**src/rtl/lobster_dbus_arbiter.sv**
```systemverilog
// Purpose: shares one SRAM port among fetch, load and store requesters; one transaction at a time.
// Latency: grant at N, ce high from N+1, ack one cycle after rdy (or timeout), IDLE the cycle after; 4 cycles minimum.
// Backpressure: requesters hold req until their ack; req is only sampled in IDLE, and rdy only in WAIT.
//
// Ports:
//   clk, rst                        clock and synchronous active-high reset
//   fetch_req/addr/ack              instruction fetch requester (always 64-bit read)
//   load_req/addr/size/ack          data load requester
//   store_req/addr/size/data/ack    data store requester
//   rsp_data, err, busy             read data (valid with fetch/load ack), timeout flag, not-idle
//   ce, we, addr, size, data_out    SRAM command, held through WAIT
//   data_in, rdy                    SRAM read data and completion
module lobster_dbus_arbiter #(
    parameter int ADDR_WIDTH     = 36,
    parameter int TIMEOUT_CYCLES = 255,
    parameter int FETCH_STARVE   = 4
) (
    input  logic                  clk,
    input  logic                  rst,
    input  logic                  fetch_req,
    input  logic [ADDR_WIDTH-1:0] fetch_addr,
    output logic                  fetch_ack,
    input  logic                  load_req,
    input  logic [ADDR_WIDTH-1:0] load_addr,
    input  logic [1:0]            load_size,
    output logic                  load_ack,
    input  logic                  store_req,
    input  logic [ADDR_WIDTH-1:0] store_addr,
    input  logic [1:0]            store_size,
    input  logic [63:0]           store_data,
    output logic                  store_ack,
    output logic [63:0]           rsp_data,
    output logic                  err,
    output logic                  busy,
    output logic                  ce,
    output logic                  we,
    output logic [ADDR_WIDTH-1:0] addr,
    output logic [1:0]            size,
    output logic [63:0]           data_out,
    input  logic [63:0]           data_in,
    input  logic                  rdy
);

    localparam logic [7:0] TCNT_LAST  = 8'(TIMEOUT_CYCLES - 1);
    localparam logic [3:0] STARVE_LIM = 4'(FETCH_STARVE);
    localparam logic [3:0] STARVE_MAX = 4'hF;

    typedef enum logic [1:0] {
        S_IDLE,
        S_ISSUE,
        S_WAIT,
        S_RESP
    } state_t;

    typedef enum logic [1:0] {
        OWN_FETCH,
        OWN_LOAD,
        OWN_STORE
    } owner_t;

    state_t     state;
    owner_t     owner;
    logic [7:0] tcnt;
    logic [3:0] starve_cnt;

    logic grant_fetch;
    logic grant_load;
    logic grant_store;
    logic grant_any;

    // Fixed priority store > load > fetch, except a starved fetch jumps the queue.
    always_comb begin
        grant_fetch = 1'b0;
        grant_load  = 1'b0;
        grant_store = 1'b0;
        if (fetch_req && (starve_cnt >= STARVE_LIM)) begin
            grant_fetch = 1'b1;
        end else if (store_req) begin
            grant_store = 1'b1;
        end else if (load_req) begin
            grant_load = 1'b1;
        end else if (fetch_req) begin
            grant_fetch = 1'b1;
        end
        grant_any = grant_fetch | grant_load | grant_store;
    end

    always_ff @(posedge clk) begin
        if (rst) begin
            state      <= S_IDLE;
            owner      <= OWN_FETCH;
            tcnt       <= '0;
            starve_cnt <= '0;
            fetch_ack  <= 1'b0;
            load_ack   <= 1'b0;
            store_ack  <= 1'b0;
            rsp_data   <= '0;
            err        <= 1'b0;
            busy       <= 1'b0;
            ce         <= 1'b0;
            we         <= 1'b0;
            addr       <= '0;
            size       <= '0;
            data_out   <= '0;
        end else begin
            case (state)
                S_IDLE: begin
                    if (grant_any) begin
                        state <= S_ISSUE;
                        busy  <= 1'b1;
                        // Command goes out registered, so ce is already high during ISSUE.
                        ce    <= 1'b1;
                        we    <= grant_store;
                        if (grant_fetch) begin
                            owner      <= OWN_FETCH;
                            addr       <= fetch_addr;
                            size       <= 2'b11;
                            starve_cnt <= '0;
                        end else begin
                            if (grant_store) begin
                                owner    <= OWN_STORE;
                                addr     <= store_addr;
                                size     <= store_size;
                                data_out <= store_data;
                            end else begin
                                owner <= OWN_LOAD;
                                addr  <= load_addr;
                                size  <= load_size;
                            end
                            if (fetch_req && (starve_cnt != STARVE_MAX)) begin
                                starve_cnt <= starve_cnt + 4'd1;
                            end
                        end
                    end
                end

                S_ISSUE: begin
                    tcnt  <= '0;
                    state <= S_WAIT;
                end

                S_WAIT: begin
                    // rdy is checked first so a completion on the timeout edge is not an error.
                    if (rdy) begin
                        ce    <= 1'b0;
                        we    <= 1'b0;
                        err   <= 1'b0;
                        state <= S_RESP;
                        if (owner != OWN_STORE) begin
                            rsp_data <= data_in;
                        end
                        fetch_ack <= (owner == OWN_FETCH);
                        load_ack  <= (owner == OWN_LOAD);
                        store_ack <= (owner == OWN_STORE);
                    end else if (tcnt == TCNT_LAST) begin
                        ce        <= 1'b0;
                        we        <= 1'b0;
                        err       <= 1'b1;
                        rsp_data  <= '0;
                        state     <= S_RESP;
                        fetch_ack <= (owner == OWN_FETCH);
                        load_ack  <= (owner == OWN_LOAD);
                        store_ack <= (owner == OWN_STORE);
                    end else begin
                        tcnt <= tcnt + 8'd1;
                    end
                end

                S_RESP: begin
                    fetch_ack <= 1'b0;
                    load_ack  <= 1'b0;
                    store_ack <= 1'b0;
                    err       <= 1'b0;
                    busy      <= 1'b0;
                    state     <= S_IDLE;
                end

                default: begin
                    state <= S_IDLE;
                end
            endcase
        end
    end

endmodule

```
**config.mk**
```make
export PLATFORM = sky130hd
export DESIGN_NAME = lobster_dbus_arbiter
export DESIGN_NICKNAME = d
export VERILOG_FILES = /design/src/rtl/lobster_dbus_arbiter.sv
export SDC_FILE = /design/constraint.sdc
export NUM_CORES = 1
export LEC_CHECK = 0
export CORE_AREA = 2 2 163 165
export CTS_CLUSTER_DIAMETER = 40
export CTS_CLUSTER_SIZE = 24
export DETAILED_ROUTE_END_ITERATION = 8
export DIE_AREA = 0 0 165 167
export PLACE_DENSITY = 0.64
export RECOVER_POWER = 100
export SKIP_LAST_GASP = 1
export SYNTH_ARGS = -nofsm -noshare
export SYNTH_HDL_FRONTEND = slang
export SYNTH_SLANG_ARGS = --single-unit
```
**constraint.sdc**
```tcl
create_clock -name clk -period 4.8 [get_ports clk]
set_clock_uncertainty 0.05 [all_clocks]
set_input_delay 0.72 -clock clk [delete_from_list [all_inputs] [get_ports clk]]
set_output_delay 0.72 -clock clk [all_outputs]
set_load 0.03 [all_outputs]
```
# Yosys cells after proc, flatten, opt, wreduce, memory -nomap -nowiden
# Cells that the tools add are included.
# Widths: inputs -> output; s select.
dict set report totals {
  ff_bits 189
  input_bits 246
  wordCells 99
}
dict set report classes {
  n_bitwise 3
  n_addsub 2
  magnitude_cmp 1
  n_reduce_logical 19
  muxes 46
  eq_ne 13
}
# op count
set op_table {}
lappend op_table {{$mux 64} 3}
lappend op_table {{$mux 36} 2}
lappend op_table {{$mux 1} 21}
lappend op_table {{$mux 8} 2}
lappend op_table {{$pmux 8 s2} 1}
lappend op_table {{$mux 2} 7}
lappend op_table {{$pmux 1 s2} 7}
lappend op_table {{$reduce_and 3->1} 4}
lappend op_table {{$reduce_bool 2->1} 6}
lappend op_table {{$add 8x1->8 const B} 1}
lappend op_table {{$eq 8x8->1 const B} 1}
lappend op_table {{$mux 4} 2}
lappend op_table {{$ne 2x2->1 const B} 4}
lappend op_table {{$pmux 2 s4} 1}
lappend op_table {{$reduce_and 2->1} 4}
lappend op_table {{$eq 2x2->1 const B} 3}
lappend op_table {{$add 4x1->4 const B} 1}
lappend op_table {{$eq 2x1->1 const B} 2}
lappend op_table {{$ge 4x3->1 const B} 1}
lappend op_table {{$logic_not 2->1} 2}
lappend op_table {{$ne 4x4->1 const B} 1}
lappend op_table {{$reduce_and 4->1} 1}
lappend op_table {{$ne 3x3->1 const B} 1}
lappend op_table {{$logic_and 1x1->1} 2}
lappend op_table {{other kinds (3)} 4}

# Logic depth before layout (Yosys ltp)
# Gate-level depths: netlist (run 1).
dict set report logic_depth {
  depth_word 8
  ltp_mapped 9
  ltp_nobuf 6
}

# Worst setup path after synthesis (run 1)
# OpenSTA, ideal clock, no wires.
dict set report synth_path {
  kind {input to register}
  start {input store_req}
  end {register addr[27]}
  arrival_ns 1.986
  cell_stages 7
  path_slack_ns 2.628
  required_ns 4.614
  path_cell_list {buf_2 -> or3_1 -> and2_1 -> buf_2 -> nand2_2 -> buf_2 -> o32ai_1}
}
dict set report synth_between {
  elab_chain_len 5
  word_cells_on_any_way 11
  cone_classes {mux: 8; bitwise: 2; reduce/logical: 1}
}
# element line_no
set synth_lines {}
lappend synth_lines {{from (decl)} 27} ;# input logic store_req,
lappend synth_lines {{$mux 1} 78} ;# end else if (store_req) begin
lappend synth_lines {{$mux 1} 76} ;# if (fetch_req && (starve_cnt >= STARVE_LIM)) begin
lappend synth_lines {{$or 1x1->1 (2 in a row)} 85} ;# grant_any = grant_fetch | grant_load | grant_store;
lappend synth_lines {{$reduce_and 2->1 (no source line)} n/a}
lappend synth_lines {{to (signal assigned)} 116} ;# addr <= fetch_addr;
lappend synth_lines {{to (signal assigned)} 122} ;# addr <= store_addr;
lappend synth_lines {{to (signal assigned)} 127} ;# addr <= load_addr;
lappend synth_lines {{to (decl)} 37} ;# output logic [ADDR_WIDTH-1:0] addr,
# Several ways; a longest one is shown, not always the timed one.
# A chain may end at the register's enable or synchronous reset.

# Worst setup path in the final report (run 1)
dict set report layout_path {
  start {input store_req}
  end {register addr[11]}
}
# Same word-level chain as after synthesis.

==> run summary, run 1 <==
status = complete, but fails checks
violated checks = capacitance limit, slew limit
Leak = 0.00495 uW
worst skew pair latency = 0.43 ns
Setup Fix Bufs, Post-CTS = 0
Worst Path Max Fanout = 79
count of input and output buffers = 418
mux contribution to synthesized area = 0.00545
Cells after Synth = 823
core box area = 25800 um2
Slowest cell on crit path = o31a_1
Final Hold Viols = 0
Vias = 7363
r2r setup slk = 1.42 ns
class of the most critical hold timing path = flop to flop
clock tree sinks = 189
met3 Usage GRT = 0.0518
ys async rst share = 0
Min-Delay Endpoint = data_out[59]$_SDFFE_PP0P_
DP HPWL = 19.5 mm
Most used DFF post-synth = dfxtp_1
GPL Wtd Cong = 0.829
total negative slack = 0 ns
GRT Overall Usage = 0.191
crit-path cells = clkbuf_1 > clkbuf_2 > nor2_1 > o31a_1 > a211oi_1 > o32ai_1
sequential area share after synthesis = 0.515
Synth area leaders = dfxtp_1 (51%), nand2_1 (9.1%), a22o_1 (7.7%)
Mapped Area = 7350 um2
syn nets = 1077
power per cell area = 447 nW/um2
count leader, synth = dfxtp_1
hold path cells = 2
Worst-path clk slew = 0.08 ns
die height = 167 um
Area Growth Syn to Fin = 67.2%
hold path start = data_out[59]$_SDFFE_PP0P_
GR Util met1 = 0.239
Gates resized, CTS repair = 0
fin crit share = 0.776
DRC = 0
Final setup viols = 0
clock root buffer = clkbuf_16
commonest cells in the netlist = dfxtp_1 (189), nand2_1 (179), a21oi_1 (81)
die footprint = 27600 um2
fill count = 2487
GR Util met2 = 0.320
largest stage delay on the critical path = 1.29 ns
Post-synth EDFFs = 0
Std-Cell Rows = 59
post-synthesis adder-cell area fraction = 0.0136
first-pass GRT wire length = 40.8 mm
drt pass-1 iters = 4
Crit Path Class = input pin to flop
crit path launch type = input pin
Synth Area in Compound Gates = 0.236
vias in the first global route = 7142
Routed Antenna Nets = 0
largest net degree at the start of global routing = 80
Distinct cells, synth = 43
initial antenna violation count = 4
RSZ-0062 raised after global routing = false
I/O pins = 419
normalized max-slew margin = -0.108
synthesized area per cell = 8.93 um2
Vias/cell = 4.75
CTS tree = done
top-area cell type share of the netlist area = 0.515
fin nets = 1454
R2R Path Start = state[0]$_SDFFE_PP0P_
delay-heaviest family, CP = compound AO/OA/AOI/OAI gates
simple-gate portion of the synthesized area = 0.182
total grt overflow = 0
Die W = 165 um
H-tree depth = 4
FF+latch count, synth = 189
largest family of logic cells by synthesized area = compound AO/OA/AOI/OAI gates
Tightest Pin Transition = 1.66 ns
hold slack = 0.400 ns
cell taking the most area after synthesis = dfxtp_1
hold_buf cts = 0
XOR/XNOR share of the synthesized area = 0.00119
layout cell share with drive strength beyond 1 = 0.0387
critical path capture point type = flop
Worst Path Buf+Inv = 2
total wire length = 27.2 mm
clock tree buffer depth = 2
fmax = 0.269 GHz
DRT iter0 DRCs = 484
Arrival @ worst endpoint = 4.00 ns
Tot Pwr = 5490 uW
Slew Viols, Final = 243
reg2reg path depth = 6
WL per Instance = 17.5 um
r2r endpoint = rsp_data[59]$_SDFFE_PP0P_
worst path required time = 5.08 ns
YS warnings = 0
GRT Max-Usage Layer = met2
Maximum Capacitance Violations = 4
Max VDD drop = 0.179 mV
Starting Density = 0.285
min cycle time layout = 3.72 ns
TritonCTS buffer count = 17
## tightest hold or removal path: cells and delay by family (launching register included)
| family | cells | cell delay (ns) |
|---|---|---|
| compound gates | 1 | 0.05 |
| simple gates | 1 | 0.05 |
| flops | 1 | 0.31 |
## stage by stage
| step | instances | utilization | worst slack, ns | cell area (um2) |
|---|---|---|---|---|
| 3_3_place_gp | 1516 | 0.454 | 1.08 | 11700 |
| 5_1_grt | 1550 | 0.477 | 0.738 | 12300 |
| 3_5_place_dp | 1516 | 0.454 | 0.997 | 11700 |
| 2_1_floorplan | 823 | - | 2.63 | 7350 |
| 4_1_cts | 1548 | 0.477 | 1.48 | 12300 |
| 6_report | 1551 | 0.477 | 1.08 | 12300 |
## power breakdown
part / switching (uW) / internal (uW)
registers: 153 / 1860
logic: 1260 / 802
clock network: 704 / 715
total: 2120 / 3370
## sequential cells by signal (all words and copies together) (netlist names)
signal      flops
fetch_ack       1
size            2
starve_cnt      4
addr           36
busy            1
tcnt            8
data_out       64
state           2
we              1
rsp_data       64
err             1
store_ack       1
owner           2
ce              1
load_ack        1
## final cells by class
cell class | count | area (um2) | area share
Timing Repair Buffer | 426 | 4220 | 0.344
Sequential cell | 189 | 3780 | 0.308
Multi-Input combinational cell | 559 | 3240 | 0.264
Clock buffer | 19 | 443 | 0.0360
Tap cell | 335 | 419 | 0.0341
Clock inverter | 13 | 148 | 0.0120
Inverter | 7 | 26.3 | 0.00214
Antenna cell | 3 | 7.51 | 0.000611
## kinds of logic (layout without fill, tap and decap cells)
kind of cell	Yosys count	after routing
compound gates	242	242
mux	4	4
fa+ha+maj	8	8
flops	189	189
other cells	0	3
buf+inv	75	465
simple gates	304	304
xor+xnor	1	1
## cell usage in the layout (no fill, tap or decap), types with 2 or more instances in the layout
cell type | synthesis | final
inv_8 | 0 | 2
or3_1 | 7 | 7
nor2b_1 | 37 | 37
clkbuf_1 | 41 | 4
nor3_1 | 3 | 3
a21oi_1 | 81 | 81
clkdlybuf4s50_1 | 0 | 242
ha_1 | 8 | 8
inv_6 | 0 | 4
dfxtp_1 | 189 | 189
or4_1 | 3 | 3
inv_1 | 5 | 6
nand3_1 | 6 | 5
nor2_1 | 50 | 50
dlygate4sd3_1 | 0 | 174
o21ai_0 | 5 | 5
nand2b_1 | 4 | 4
a211oi_1 | 37 | 37
nand2_1 | 179 | 179
clkinv_8 | 0 | 3
buf_4 | 0 | 5
mux2i_1 | 4 | 4
a311oi_1 | 2 | 2
clkbuf_2 | 0 | 2
clkinv_4 | 0 | 2
and3_1 | 3 | 2
diode_2 | 0 | 3
nand4_1 | 4 | 4
o211ai_1 | 3 | 3
o32ai_1 | 37 | 37
o31ai_1 | 4 | 3
clkbuf_16 | 0 | 17
a22o_1 | 65 | 65
## routing by layer
metal  up-vias  share of wire
li1       3686              -
met1      3395           0.43
met2       260           0.48
met3        20          0.070
met4         2          0.014
met5         -        0.00044
## worst max path at each step
stage	end	start	cells after the start	slack, ns
2_1_floorplan	addr[27]$_SDFFE_PP0P_	store_req	7	2.63
4_1_cts	addr[8]$_SDFFE_PP0P_	fetch_req	5	1.48
6_report	addr[11]$_SDFFE_PP0P_	store_req	6	1.08
5_1_grt	addr[11]$_SDFFE_PP0P_	store_req	6	0.74
3_3_place_gp	addr[0]$_SDFFE_PP0P_	fetch_req	5	1.08
3_5_place_dp	addr[7]$_SDFFE_PP0P_	fetch_req	5	1.0
Power figures use the tool's default switching activity.
==> run 2, diff against run 1 <==
--- a/config.mk
+++ b/config.mk
@@ -5,12 +5,12 @@
 export SDC_FILE = /design/constraint.sdc
 export NUM_CORES = 1
 export LEC_CHECK = 0
-export CORE_AREA = 2 2 163 165
+export CORE_AREA = 2 2 165 167
 export CTS_CLUSTER_DIAMETER = 40
 export CTS_CLUSTER_SIZE = 24
 export DETAILED_ROUTE_END_ITERATION = 8
-export DIE_AREA = 0 0 165 167
-export PLACE_DENSITY = 0.64
+export DIE_AREA = 0 0 167 169
+export PLACE_DENSITY = 0.63
 export RECOVER_POWER = 100
 export SKIP_LAST_GASP = 1
 export SYNTH_ARGS = -nofsm -noshare
==> constraint.sdc (replaced) <==
create_clock -name clk -period 3.5 [get_ports clk]
set_clock_uncertainty 0.05 [all_clocks]
set_input_delay 0.525 -clock clk [delete_from_list [all_inputs] [get_ports clk]]
set_output_delay 0.525 -clock clk [all_outputs]
set_load 0.03 [all_outputs]
==> run summary, run 2 (synthesis results as in run 1) <==
hold path cells = 3 (+1)
DRC = 0 (unchanged)
hold slack = 0.370 ns (-0.0296 ns)
vias in the first global route = 7147 (+0.070%)
TritonCTS buffer count = 17 (unchanged)
I/O pins = 419 (unchanged)
DP HPWL = 19.4 mm (-0.70%)
total wire length = 26.8 mm (-1.5%)
clock tree buffer depth = 2 (unchanged)
RSZ-0062 raised after global routing = false
CTS tree = done
reg2reg path depth = 7 (+1)
DRT iter0 DRCs = 479 (-1.0%)
crit-path cells = dlygate4sd3_1 > o21ai_1 > nand3_1 > clkbuf_2 > nand2_1 > a21oi_1
min cycle time layout = 2.78 ns
GPL Wtd Cong = 0.794 (-4.2%)
fill count = 2568 (+3.3%)
Top Registers = data_out (64), rsp_data (64), addr (36)
Std-Cell Rows = 60 (+1.7%)
core box area = 26500 um2 (+2.9%)
Vias/cell = 4.78 (+0.68%)
crit path launch type = input pin
Placed Cells incl. Taps = 1527 (+0.73%)
class of the most critical hold timing path = input pin to flop
Tightest Pin Transition = 1.61 ns (-0.0569 ns)
area of the multi-input gates = 3240 um2 (-0.12%)
total negative slack = 0 ns (unchanged)
critical path capture point type = flop
worst skew pair latency = 0.43 ns (about the same)
clock root buffer = clkbuf_16
WL per Instance = 17.2 um (-2.0%)
hold_buf cts = 0 (unchanged)
first-pass GRT wire length = 41.2 mm (+1.0%)
GRT Overall Usage = 0.184 (-0.00656)
normalized max-slew margin = -0.0703 (+0.0379)
Die W = 167 um (+1.2%)
fin nets = 1459 (+0.34%)
fin crit share = 0.793
status = complete, but fails checks
count of input and output buffers = 418 (unchanged)
Setup Fix Bufs, Post-CTS = 0 (unchanged)
Maximum Capacitance Violations = 1 (-3)
Final WS setup = 0.723 ns (-0.353 ns)
violated checks = capacitance limit, slew limit
delay-heaviest family, CP = buffers and inverters
initial antenna violation count = 1 (-3)
H-tree depth = 4 (unchanged)
total grt overflow = 0 (unchanged)
Routed Antenna Nets = 0 (unchanged)
stages on the worst setup path = 6 (unchanged)
Gates resized, CTS repair = 0 (unchanged)
drt pass-1 iters = 4 (unchanged)
layout cell share with drive strength beyond 1 = 0.0443 (+0.00559)
power per cell area = 613 nW/um2 (+37%)
Worst-path clk slew = 0.08 ns (about the same)
Leak = 0.00500 uW (+0.90%)
most frequent cells in the layout = clkdlybuf4s50_1 (242), dfxtp_1 (189), nand2_1 (179), dlygate4sd3_1 (174), a21oi_1 (81)
Final setup viols = 0 (unchanged)
die footprint = 28200 um2 (+2.4%)
Area Growth Syn to Fin = 68.2%
most common cell after layout, fill and taps aside = clkdlybuf4s50_1
largest stage delay on the critical path = 0.68 ns (-0.61 ns)
Worst Path Max Fanout = 29 (-63%)
largest net degree at the start of global routing = 76 (-5.0%)
Non-Filler Instances = 1560 (+0.58%)
Final Hold Viols = 0 (unchanged)
Post-Place Worst Slack = 0.628 ns (-0.369 ns)
die height = 169 um (+1.2%)
Slew Viols, Final = 76 (-69%)
Crit Path Class = input pin to flop
fmax = 0.360 GHz
Vias = 7456 (+1.3%)
Tot Pwr = 7570 uW (+38%)
Starting Density = 0.277 (-0.00793)
Seq. cell area = 3780 um2 (unchanged)
worst path required time = 3.69 ns (-1.39 ns)
Slowest cell on crit path = nand3_1
Arrival @ worst endpoint = 2.96 ns (-1.04 ns)
Max VDD drop = 0.351 mV (+96%)
clock tree sinks = 189 (unchanged)
Worst Path Buf+Inv = 2 (unchanged)
## run 2: worst min-delay path, stage by stage
cell and delay [ns]:
buf_2 0.14, nand4_1 0.08, a21oi_1 0.05
## run 2: cell type report
type / count / share of cell area
Multi-Input combinational cell: 559 / 0.262
Tap cell: 341 / 0.0345
Sequential cell: 189 / 0.306
Timing Repair Buffer: 431 / 0.347
Clock buffer: 18 / 0.0355
Clock inverter: 14 / 0.0133
Antenna cell: 1 / 0.000202
Inverter: 7 / 0.00213
## run 2: power breakdown
part / internal, uW / switching [uW]
logic: 1120 / 1730
registers: 2540 / 196
clock network: 988 / 993
## run 2: stage by stage
step / cell area, um2 / util
final: 12400 / 0.466
after CTS: 12400 / 0.468
after global placement: 11800 / 0.445
after floorplan: 7350 / -
after detailed placement: 11800 / 0.445
after global routing: 12400 / 0.466
## run 2: per-layer routing
layer | vias up | routed length (um) | global-route usage
met3 | 26 | 1850 | 0.0503
met2 | 278 | 12700 | 0.310
met1 | 3457 | 11700 | 0.230
met4 | 0 | 478 | 0.0555
li1 | 3695 | - | -
met5 | - | 0 | 0
## run 2: final timing paths
path                                to                      from  slack [ns]
max          data_out[28]$_SDFFE_PP0P_                 fetch_req        0.72
min                    we$_SDFFE_PP0P_                 store_req        0.37
max reg2reg  rsp_data[46]$_SDFFE_PP0P_     state[0]$_SDFFE_PP0P_        0.77
min reg2reg   data_out[8]$_SDFFE_PP0P_  data_out[8]$_SDFFE_PP0P_        0.40
==> run 3, diff against run 2 <==
--- a/config.mk
+++ b/config.mk
@@ -5,12 +5,12 @@
 export SDC_FILE = /design/constraint.sdc
 export NUM_CORES = 1
 export LEC_CHECK = 0
-export CORE_AREA = 2 2 165 167
+export CORE_AREA = 2 2 162 164
 export CTS_CLUSTER_DIAMETER = 40
 export CTS_CLUSTER_SIZE = 24
 export DETAILED_ROUTE_END_ITERATION = 8
-export DIE_AREA = 0 0 167 169
-export PLACE_DENSITY = 0.63
+export DIE_AREA = 0 0 164 166
+export PLACE_DENSITY = 0.67
 export RECOVER_POWER = 100
 export SKIP_LAST_GASP = 1
 export SYNTH_ARGS = -nofsm -noshare
==> constraint.sdc (replaced) <==
create_clock -name clk -period 2.33 [get_ports clk]
set_clock_uncertainty 0.05 [all_clocks]
set_input_delay 0.3495 -clock clk [delete_from_list [all_inputs] [get_ports clk]]
set_output_delay 0.3495 -clock clk [all_outputs]
set_load 0.03 [all_outputs]
==> run summary, run 3 (synthesis results as in run 1) <==
status = finished, final reports clean
Die W = 164 um (-1.8%)
Sequential Power Share = 0.363 (about the same)
DP HPWL = 19.2 mm (-0.67%)
min cycle time layout = 2.10 ns
Worst Path Max Fanout = 36 (+24%)
RSZ-0062 raised after global routing = false
Starting Density = 0.287 (+0.00958)
Final Util = 0.485 (+0.0187)
clock tree buffer depth = 2 (unchanged)
worst path required time = 2.60 ns (-1.09 ns)
first-pass GRT wire length = 39.7 mm (-3.5%)
reg2reg path depth = 6 (-1)
Vias/cell = 4.77 (-0.14%)
worst skew pair latency = 0.42 ns (about the same)
Gate power share = 0.387 (+0.010)
fin crit share = 0.901
H-tree depth = 4 (unchanged)
r2r endpoint = addr[34]$_SDFFE_PP0P_
Top Registers = data_out (64), rsp_data (64), addr (36)
Post-Place Worst Slack = 0.179 ns (-0.449 ns)
Final WS setup = 0.232 ns (-0.492 ns)
Crit Path Class = flop to flop
Min-Delay Endpoint = err$_SDFFE_PP0P_
die height = 166 um (-1.8%)
crit path launch type = flop
Routed Antenna Nets = 0 (unchanged)
GRT Overall Usage = 0.186 (+0.00232)
Switching Fraction = 0.383 (-0.00277)
Slew Viols, Final = 0 (-100%)
WL per Instance = 16.8 um (-2.2%)
Std-Cell Rows = 59 (-1.7%)
Final setup viols = 0 (unchanged)
class of the most critical hold timing path = input pin to flop
R2R Path Start = state[0]$_SDFFE_PP0P_
most common cell after layout, fill and taps aside = clkdlybuf4s50_1
largest net degree at the start of global routing = 82 (+7.9%)
power per cell area = 915 nW/um2 (+49%)
die footprint = 27200 um2 (-3.5%)
Power Internal = 7020 uW (+51%)
clock tree sinks = 189 (unchanged)
fmax = 0.477 GHz
DRT iter0 DRCs = 445 (-7.1%)
Max VDD drop = 0.390 mV (+11%)
Tightest Pin Transition = 0.882 ns (-0.724 ns)
CTS tree = done
total negative slack = 0 ns (unchanged)
Finished Cell Area = 12400 um2 (+0.54%)
hold_buf cts = 0 (unchanged)
hold slack = 0.145 ns (-0.225 ns)
Net Switching = 4350 uW (+49%)
GPL Wtd Cong = 0.861 (+8.4%)
DRC = 0 (unchanged)
initial antenna violation count = 3 (+2)
vias in the first global route = 7181 (+0.48%)
hold path start = rst
hold path cells = 2 (-1)
layout cell share with drive strength beyond 1 = 0.0498 (+0.00550)
Leak = 0.00503 uW (+0.72%)
Arrival @ worst endpoint = 2.37 ns (-0.59 ns)
I/O pins = 419 (unchanged)
normalized max-slew margin = 0.412 (+0.483)
clock root buffer = clkbuf_16
fin nets = 1467 (+0.55%)
total grt overflow = 0 (unchanged)
Final Hold Viols = 0 (unchanged)
Worst-path clk slew = 0.07 ns (about the same)
drt pass-1 iters = 7 (+3)
Gates resized, CTS repair = 0 (unchanged)
Vias = 7455 (-0.013%)
core box area = 25600 um2 (-3.3%)
r2r setup slk = 0.23 ns (-0.54 ns)
total wire length = 26.2 mm (-2.1%)
count of input and output buffers = 418 (unchanged)
TritonCTS buffer count = 17 (unchanged)
Area Growth Syn to Fin = 69.1%
placed cell area = 11900 um2 (+1.1%)
clock power share = 0.250 (-0.012)
Setup Fix Bufs, Post-CTS = 0 (unchanged)
critical path capture point type = flop
Maximum Capacitance Violations = 0 (-1)
most frequent cells in the layout = clkdlybuf4s50_1 (243), dfxtp_1 (189), nand2_1 (180), dlygate4sd3_1 (173), a21oi_1 (81)
-- run 3: cell count changes in the layout (fill, tap and decap cells not counted), moves of 2 or more --
cell        previous run  this run
buf_4                  7        13
buf_12                 2         5
clkbuf_2               3         0
clkinv_4               2         5
clkinv_8               4         1
inv_6                  3         0
buf_6                  0         2
clkbuf_1               2         0
clkinvlp_4             0         2
diode_2                1         3
inv_8                  3         5
-- run 3: worst max-delay path: stages, from the launching register on --
cell and delay (ns):
dfxtp_1 0.35, inv_1 0.11, ha_1 0.41, and2_2 0.42, nand2_1 0.11, buf_6 0.22, o32ai_1 0.31
-- run 3: power groups by stage --
stage / registers [uW] / logic [uW] / clock network, uW
2_1_floorplan: 5280 / 1480 / 0
3_3_place_gp: 4200 / 4660 / 0
3_5_place_dp: 4220 / 4680 / 0
4_1_cts: 4160 / 4700 / 2950
5_1_grt: 4200 / 4720 / 3070
6_report: 4130 / 4400 / 2840
-- run 3: how the worst max path moves through the flow --
stage,from,endpoint,slack [ns]
floorplan,store_req,addr[27]$_SDFFE_PP0P_,0.53
global placement,load_req,addr[26]$_SDFFE_PP0P_,0.22
detailed placement,load_req,addr[2]$_SDFFE_PP0P_,0.18
CTS,state[0]$_SDFFE_PP0P_,addr[2]$_SDFFE_PP0P_,0.23
global route,state[1]$_SDFFE_PP0P_,addr[12]$_SDFFE_PP0P_,0.06
finish,state[0]$_SDFFE_PP0P_,addr[34]$_SDFFE_PP0P_,0.23
-- run 3: cell type report --
type | count | area [um2]
Timing Repair Buffer | 439 | 4400
Clock inverter | 13 | 131
Clock buffer | 17 | 425
Fill cell | 2441 | 13200
Antenna cell | 3 | 7.51
Tap cell | 335 | 419
Multi-Input combinational cell | 559 | 3230
Sequential cell | 189 | 3780
Inverter | 7 | 26.3
-- run 3: through the flow --
stage	total power, uW	std cells
2_1_floorplan	6760	823
3_3_place_gp	8860	1529
3_5_place_dp	8910	1529
4_1_cts	11800	1559
5_1_grt	12000	1561
6_report	11400	1562
-- run 3: layer usage --
layer	wire length (um)	global-route usage	vias to the layer above
met1	11200	0.230	3408
li1	-	-	3710
met5	0	0	-
met3	1970	0.0517	50
met2	12200	0.308	287
met4	826	0.0702	0
